File: src/rtl/store_trace_buffer.sv
// Store trace FIFO: buffers retired data-memory stores and drains them over a valid/ready stream.
// Optional per-entry sequence numbers are built when STORE_TRACE_SEQ_EN is defined.
module store_trace_buffer #(
  parameter int          DEPTH     = 8,
  parameter logic [31:0] DONE_ADDR = 32'd100,
  localparam int         AW        = $clog2(DEPTH),
  localparam int         PW        = AW + 1
) (
  input  logic          clock,
  input  logic          reset,
  input  logic          memwriteM,
  input  logic [31:0]   dataAdrM,
  input  logic [31:0]   writedataM,
  output logic          trace_valid,
  input  logic          trace_ready,
  output logic [31:0]   trace_addr,
  output logic [31:0]   trace_data,
  output logic [15:0]   trace_seq,
  output logic [PW-1:0] count,
  output logic          full,
  output logic [15:0]   drop_cnt,
  output logic          done,
  output logic [31:0]   done_data,
  output logic          dbg_state
);

  typedef enum logic {S_IDLE = 1'b0, S_DONE = 1'b1} state_t;

  logic [PW-1:0] wr_ptr_q, wr_ptr_d;
  logic [PW-1:0] rd_ptr_q, rd_ptr_d;
  logic [15:0]   drop_cnt_q, drop_cnt_d;
  logic [31:0]   done_data_q, done_data_d;
  state_t        state_q, state_d;

  logic [31:0]   addr_mem_q [DEPTH];
  logic [31:0]   data_mem_q [DEPTH];

  logic          pop, push, drop, done_hit;
  logic [AW-1:0] wr_idx, rd_idx;

  // Handshake: the head entry transfers on any rising edge where trace_valid && trace_ready;
  // head fields are held stable while trace_valid=1 and trace_ready=0.
  assign count       = wr_ptr_q - rd_ptr_q;
  assign full        = (count == PW'(DEPTH));
  assign trace_valid = (count != '0);
  assign pop         = trace_valid && trace_ready;
  assign push        = memwriteM && (!full || pop);
  assign drop        = memwriteM && full && !pop;
  assign done_hit    = memwriteM && (dataAdrM == DONE_ADDR);
  assign wr_idx      = wr_ptr_q[AW-1:0];
  assign rd_idx      = rd_ptr_q[AW-1:0];

  // Gating on trace_valid keeps stale storage invisible after reset without clearing the array.
  assign trace_addr  = trace_valid ? addr_mem_q[rd_idx] : 32'd0;
  assign trace_data  = trace_valid ? data_mem_q[rd_idx] : 32'd0;
  assign drop_cnt    = drop_cnt_q;
  assign done_data   = done_data_q;
  assign dbg_state   = state_q;

  always_comb begin
    wr_ptr_d   = push ? wr_ptr_q + PW'(1) : wr_ptr_q;
    rd_ptr_d   = pop  ? rd_ptr_q + PW'(1) : rd_ptr_q;
    drop_cnt_d = (drop && drop_cnt_q != 16'hFFFF) ? drop_cnt_q + 16'd1 : drop_cnt_q;
  end

  always_ff @(posedge clock or negedge reset) begin
    if (!reset) begin
      wr_ptr_q   <= '0;
      rd_ptr_q   <= '0;
      drop_cnt_q <= '0;
    end else begin
      wr_ptr_q   <= wr_ptr_d;
      rd_ptr_q   <= rd_ptr_d;
      drop_cnt_q <= drop_cnt_d;
    end
  end

  always_ff @(posedge clock) begin
    if (push) begin
      addr_mem_q[wr_idx] <= dataAdrM;
      data_mem_q[wr_idx] <= writedataM;
    end
  end

`ifdef STORE_TRACE_SEQ_EN
  logic [15:0] seq_q, seq_d;
  logic [15:0] seq_mem_q [DEPTH];

  // Counts every store, dropped or not, so gaps in trace_seq expose losses.
  always_comb begin
    seq_d = memwriteM ? seq_q + 16'd1 : seq_q;
  end

  always_ff @(posedge clock or negedge reset) begin
    if (!reset) seq_q <= '0;
    else        seq_q <= seq_d;
  end

  always_ff @(posedge clock) begin
    if (push) seq_mem_q[wr_idx] <= seq_q;
  end

  assign trace_seq = trace_valid ? seq_mem_q[rd_idx] : 16'd0;
`else
  assign trace_seq = 16'd0;
`endif

  // Completion FSM: state register / next state / outputs.
  always_ff @(posedge clock or negedge reset) begin
    if (!reset) begin
      state_q     <= S_IDLE;
      done_data_q <= '0;
    end else begin
      state_q     <= state_d;
      done_data_q <= done_data_d;
    end
  end

  always_comb begin
    state_d     = state_q;
    done_data_d = done_data_q;
    if (state_q == S_IDLE && done_hit) begin
      state_d     = S_DONE;
      done_data_d = writedataM;
    end
  end

  always_comb begin
    done = (state_q == S_DONE);
  end

endmodule

File: config.mk
export PLATFORM = sky130hd
export DESIGN_NAME = store_trace_buffer
export DESIGN_NICKNAME = d
export VERILOG_FILES = /design/src/rtl/store_trace_buffer.sv
export SDC_FILE = /design/constraint.sdc
export NUM_CORES = 1
export LEC_CHECK = 0
export BUFFER_PORTS_ARGS = -buffer_cell sky130_fd_sc_hd__buf_2
export CORE_MARGIN = 4
export CORE_UTILIZATION = 48
export CTS_BUF_LIST = sky130_fd_sc_hd__clkbuf_16
export DETAILED_ROUTE_END_ITERATION = 10
export MAX_ROUTING_LAYER = met4
export PLACE_DENSITY = 0.64
export SLEW_MARGIN = 20
export SYNTH_ARGS = -nofsm -noshare
export SYNTH_HDL_FRONTEND = slang
export SYNTH_SLANG_ARGS = --single-unit
File: constraint.sdc
create_clock -name clock -period 10.9 [get_ports clock]
set_input_delay 1.09 -clock clock [delete_from_list [all_inputs] [get_ports clock]]
set_output_delay 1.09 -clock clock [all_outputs]
set_load 0.01 [all_outputs]
# ---- Word-level counts from Yosys, hierarchy flattened
# Memory sizes are Yosys's and may differ from the RTL's.
# Cells that the tools add are included.
dict set report classes {
  add_sub_neg 4
  eq_ne 3
  mux 4
  bitwise_logic 1
  n_reduce_logical 11
}
# op n
set ops {}
lappend ops {{2-to-1 mux 32 bit} 2}
lappend ops {{equality test 32 x 7 -> 1 bit (second input constant)} 1}
lappend ops {{adder 16 x 1 -> 16 bit (second input constant)} 1}
lappend ops {{inequality test 16 bit (second input constant)} 1}
lappend ops {{adder 4 x 1 -> 4 bit (second input constant)} 2}
lappend ops {{logical AND 1 bit} 7}
lappend ops {{equality test 4 bit (second input constant)} 1}
lappend ops {{nonzero test 4 bit} 1}
lappend ops {{subtractor 4 bit} 1}
lappend ops {{zero test 1 bit} 2}
lappend ops {{2-to-1 mux 1 bit} 2}
lappend ops {{logical OR 1 bit} 1}
lappend ops {{inverter 1 bit} 1}
dict set report totals {
  reg_bits 57
  ramBits 512
  n_memories 2
}
# memory depth word_bits read_ports rd_clocked_by_memory_dff wr line
set mem_list {}
lappend mem_list {addr_mem_q 8 32 1 0 1 35} ;# logic [31:0] addr_mem_q [DEPTH];
lappend mem_list {data_mem_q 8 32 1 0 1 36} ;# logic [31:0] data_mem_q [DEPTH];

# ---- Depth between registers and ports, before layout
dict set report logic_depth {
  word_depth 7
  depth_mapped 11
}

# ---- Least setup slack after synthesis
# No wires, ideal clock.
dict set report synth_path {
  path_kind {reg2reg}
  start {register rd_ptr_q[1]}
  end {memory addr_mem_q[2][0], enable pin}
  t_arrival_ps 8789
  t_required_ps 10233
  setup_slack_ps 1444
  stages_incl_launch_ff 11
  path_cell_list {dfrtp_1 buf_2 buf_2 buf_1 inv_1 ha_1 and3b_1 or3_4 nand3_2 o21ai_2 nor4b_1}
}
dict set report synth_between {
  elab_chain_len 7
  elab_cells_between_ends 9
  cone_classes {add/sub: 1; eq/ne: 1; mux: 2; reduce/logical: 5}
}
# element line
set synth_rtl {}
lappend synth_rtl {{start, declared} 30} ;# logic [PW-1:0] rd_ptr_q, rd_ptr_d;
lappend synth_rtl {{start signal, assigned} 73} ;# rd_ptr_q <= rd_ptr_d;
lappend synth_rtl {{subtractor 4 bit *} 43} ;# assign count = wr_ptr_q - rd_ptr_q;
lappend synth_rtl {{equality test 4 bit or nonzero test 4 bit (tied branches)} {44, 45}}
lappend synth_rtl {{zero test 1 bit or logical AND 1 bit (tied branches)} {47, 46}}
lappend synth_rtl {{logical OR 1 bit *} 47} ;# assign push = memwriteM && (!full || pop);
lappend synth_rtl {{logical AND 1 bit *} 47}
lappend synth_rtl {{2-to-1 mux 1 bit *} 79} ;# if (push) begin
lappend synth_rtl {{2-to-1 mux 1 bit (not written as such) *} 80} ;# addr_mem_q[wr_idx] <= dataAdrM;
lappend synth_rtl {{end, declared} 35}
# Every way passes the cells marked *; elsewhere a longest branch is shown, timed or not.

# ---- Worst setup path in the final report
dict set report layout_path {
  start {register rd_ptr_q[2]}
  end {output port trace_data[21]}
}
dict set report layout_between {
  elab_chain_len 3
  elab_cells_between_ends 4
  cone_classes {add/sub: 1; mux: 1; reduce/logical: 1; memory: 1}
}
# element line
set layout_rtl {}
lappend layout_rtl {{subtractor 4 bit} 43}
lappend layout_rtl {{nonzero test 4 bit} 45} ;# assign trace_valid = (count != '0);
lappend layout_rtl {{2-to-1 mux 32 bit *} 55} ;# assign trace_data = trace_valid ? data_mem_q[rd_idx] : 32'd0;
lappend layout_rtl {{end, declared} 17} ;# output logic [31:0] trace_data,
# Marks and branches as above.

==> metrics.txt <==
Gate power share=a little under a third; Via Count=11,100; Hold-fix buffers, CTS=0; Max Clk Rate=160 MHz; Req. time, crit path=9810 ps; HPWL after DPL=roughly 25 mm; Yosys warnings=0; Placed Instances=~1,900; die area=49,600 um^2; TritonCTS clock tree=yes; outcome=finished, final reports clean; Async S/R FF share, synth=10.0%; Cell Area, Placed=23,700 um^2; Via density=5.62; Sw Pwr=2250 uW; clk sinks=569; largest net degree at the start of global routing=69; crit path max fanout=67; drt wl/cell=23.8 um; crit path DAT=~5200 ps; total core area=45,500 um^2; Top Layer Used=met4; Post-CTS Setup Inserts=0; Port Buf Inserts=~190; adder-cell area share of the yosys netlist=0.430%; Max Cap Violations=0; Initial Utilization=48.6%; grt total ovfl=0; Worst Skew=roughly 18 ps; max_slew headroom=about a quarter; Post-Route M1 WL=20.3 mm; Clk pwr share=between 20 and 30%; main combinational cell family by area after synthesis=multiplexers; largest area contributor in the netlist=edfxtp_1; post-route setup TNS=0 ps; Least-Margin Pin Slew=1110 ps; Mapped Cells=1,115; cells resized by post-CTS repair=0; PwrDens=276 nW/um^2; Setup Crit Path Kind=flip-flop to primary output; Final setup viols=0; CTS clk-pin slew, worst paths=60 ps; Worst Slack Setup Final=4640 ps; IO Pins=slightly above 200; area delta synth->final=15.7%; dominant synthesized flop cell=edfxtp_1; fraction of the mapped netlist area in compound gates=1.77%; first-pass GRT wire length=around 70 mm; register share of total power=40.5%; Max Root-Sink Buffers=3; Leak=0.00912 uW; WL final=46.9 mm; share of layout cells above drive strength 1=34.5%; # nets final=1,398; Post-Synth XOR/XNOR Area=0.911%; initial DRC count=between 900 and 1,000; simple-gate portion of the synthesized area=3.98%; Die Ht=about 220 um; Syn Area/Cell=19.8 um^2; Critical Path Start Type=flip-flop; unrepaired setup endpoints after global routing=false; Switching Share=31.9%; number of synthesized register bits=about 570; CP endpoint kind=primary output; WL met3=between 2 and 3 mm; post-route ant nets=0; initial antenna violation count=3; H-Tree Level Count=2; Post-synth EDFFs=512; Hold Crit Class=flip-flop to flip-flop; most common cell in the netlist=edfxtp_1; clock root buffer=clkbuf_16; # DRC=0; synthesized area=22,100 um^2; Peak VDD IR=0.000160 V; Internal=4820 uW; post-layout min period=6260 ps; Hold Path Stages=1; design area=25,600 um^2; WL met2=23.2 mm; fin. max-slew vios=0; Area contributors post-synth=edfxtp_1 (70%), mux4_2 (13%), dfrtp_1 (6.4%), nand2_1 (2.3%), mux2_2 (1.5%); Synth cell types=45; drt pass-1 iters=5; Seq/Total Area, Yosys=between 70% and 80%; Hold Fails Final Rpt=0; Placer Congestion=0.738; dpl ws=5190 ps; Final period util=57.4%; Post-synth top cells=edfxtp_1 (512), nand2_1 (137), mux4_2 (128), a21oi_1 (64), dfrtp_1 (57); DIE WIDTH=223 um; Final Non-Filler Cells=between 1,500 and 2,000; # rows=78; Worst-Skew Late Latency=600 ps; Power Total=~7000 uW; number of global-route vias before repair=11,600; post-synth top area share=69.5%; total clock buffers created by CTS=about 60; R2R depth=10; multiplexer share of the synthesized area=14.8%; gr usage total=19.5%
-- stage by stage --
stage / utilization (%) / hold slack, ps
floorplan: - / 462
global placement: 52.0 / 466
detailed placement: 52.0 / 471
CTS: 56.3 / 488
global route: 56.3 / 510
finish: 56.3 / 482
-- flip-flops by register name, indices dropped and copies added (netlist names) --
name and count:
done_data 32, drop_cnt 16, addr_mem_q 256, rd_ptr_q 4
data_mem_q 256, wr_ptr_q 4, dbg_state 1
-- critical path: stages, from the launching register on --
cell	delay [ps]
dfrtp_2	390
buf_4	410
inv_2	120
buf_4	760
ha_1	420
and3b_1	220
or3_4	430
a21boi_4	860
buf_4	620
a21oi_1	100
buf_2	170
-- path summary, 6_finish.rpt --
kind	start	endpoint	slack, ps
worst max-delay path	rd_ptr_q[2]	trace_data[21]	4640
worst min-delay path	done_data[5]	done_data[5]	480
worst max register to register	rd_ptr_q[2]	rd_ptr_q[1]	5950
worst min register to register	done_data[5]	done_data[5]	480
max in group asynchronous	reset	rd_ptr_q[0]	9640
min in group asynchronous	reset	done_data[27]	660
-- per-layer routing --
layer | GRT usage [%] | vias to the layer above
li1 | - | 4829
met1 | 27.1 | 5849
met2 | 31.0 | 358
met3 | 2.97 | 60
met4 | 5.11 | 0
met5 | - | -
-- kinds of logic after synthesis --
family	count (synthesis)
flops	569
simple gates	194
mux	163
buf+inv	86
compound gates	72
xor+xnor	23
fa+ha+maj	7
other cells	1
-- power by group through the flow --
stage	combinational, uW	clock [uW]	sequential [uW]
global route	2430	2140	2890
floorplan	1530	0	2870
global placement	2250	0	2900
detailed placement	2270	0	2910
CTS	2270	2030	2870
finish	2210	1990	2860
-- final cells by class --
class,count,area [um^2]
diodes,2,5.00
clock buffers,61,1530
clock inverters,50,414
fillers,3538,19900
inverters,10,38.8
multi-input cells,475,4960
flip-flops and latches,569,16800
well taps,600,751
repair buffers,208,1090
-- cells in the final DEF (no fill, tap or decap), types with 21 or more instances in the layout --
cell type / count
mux4_2: 128
inv_1: 21
nand2_1: 137
mux2_2: 30
buf_2: 187
a21oi_1: 64
dfrtp_1: 54
clkbuf_16: 61
buf_4: 21
edfxtp_1: 512
(Power assumes the default switching activity.)
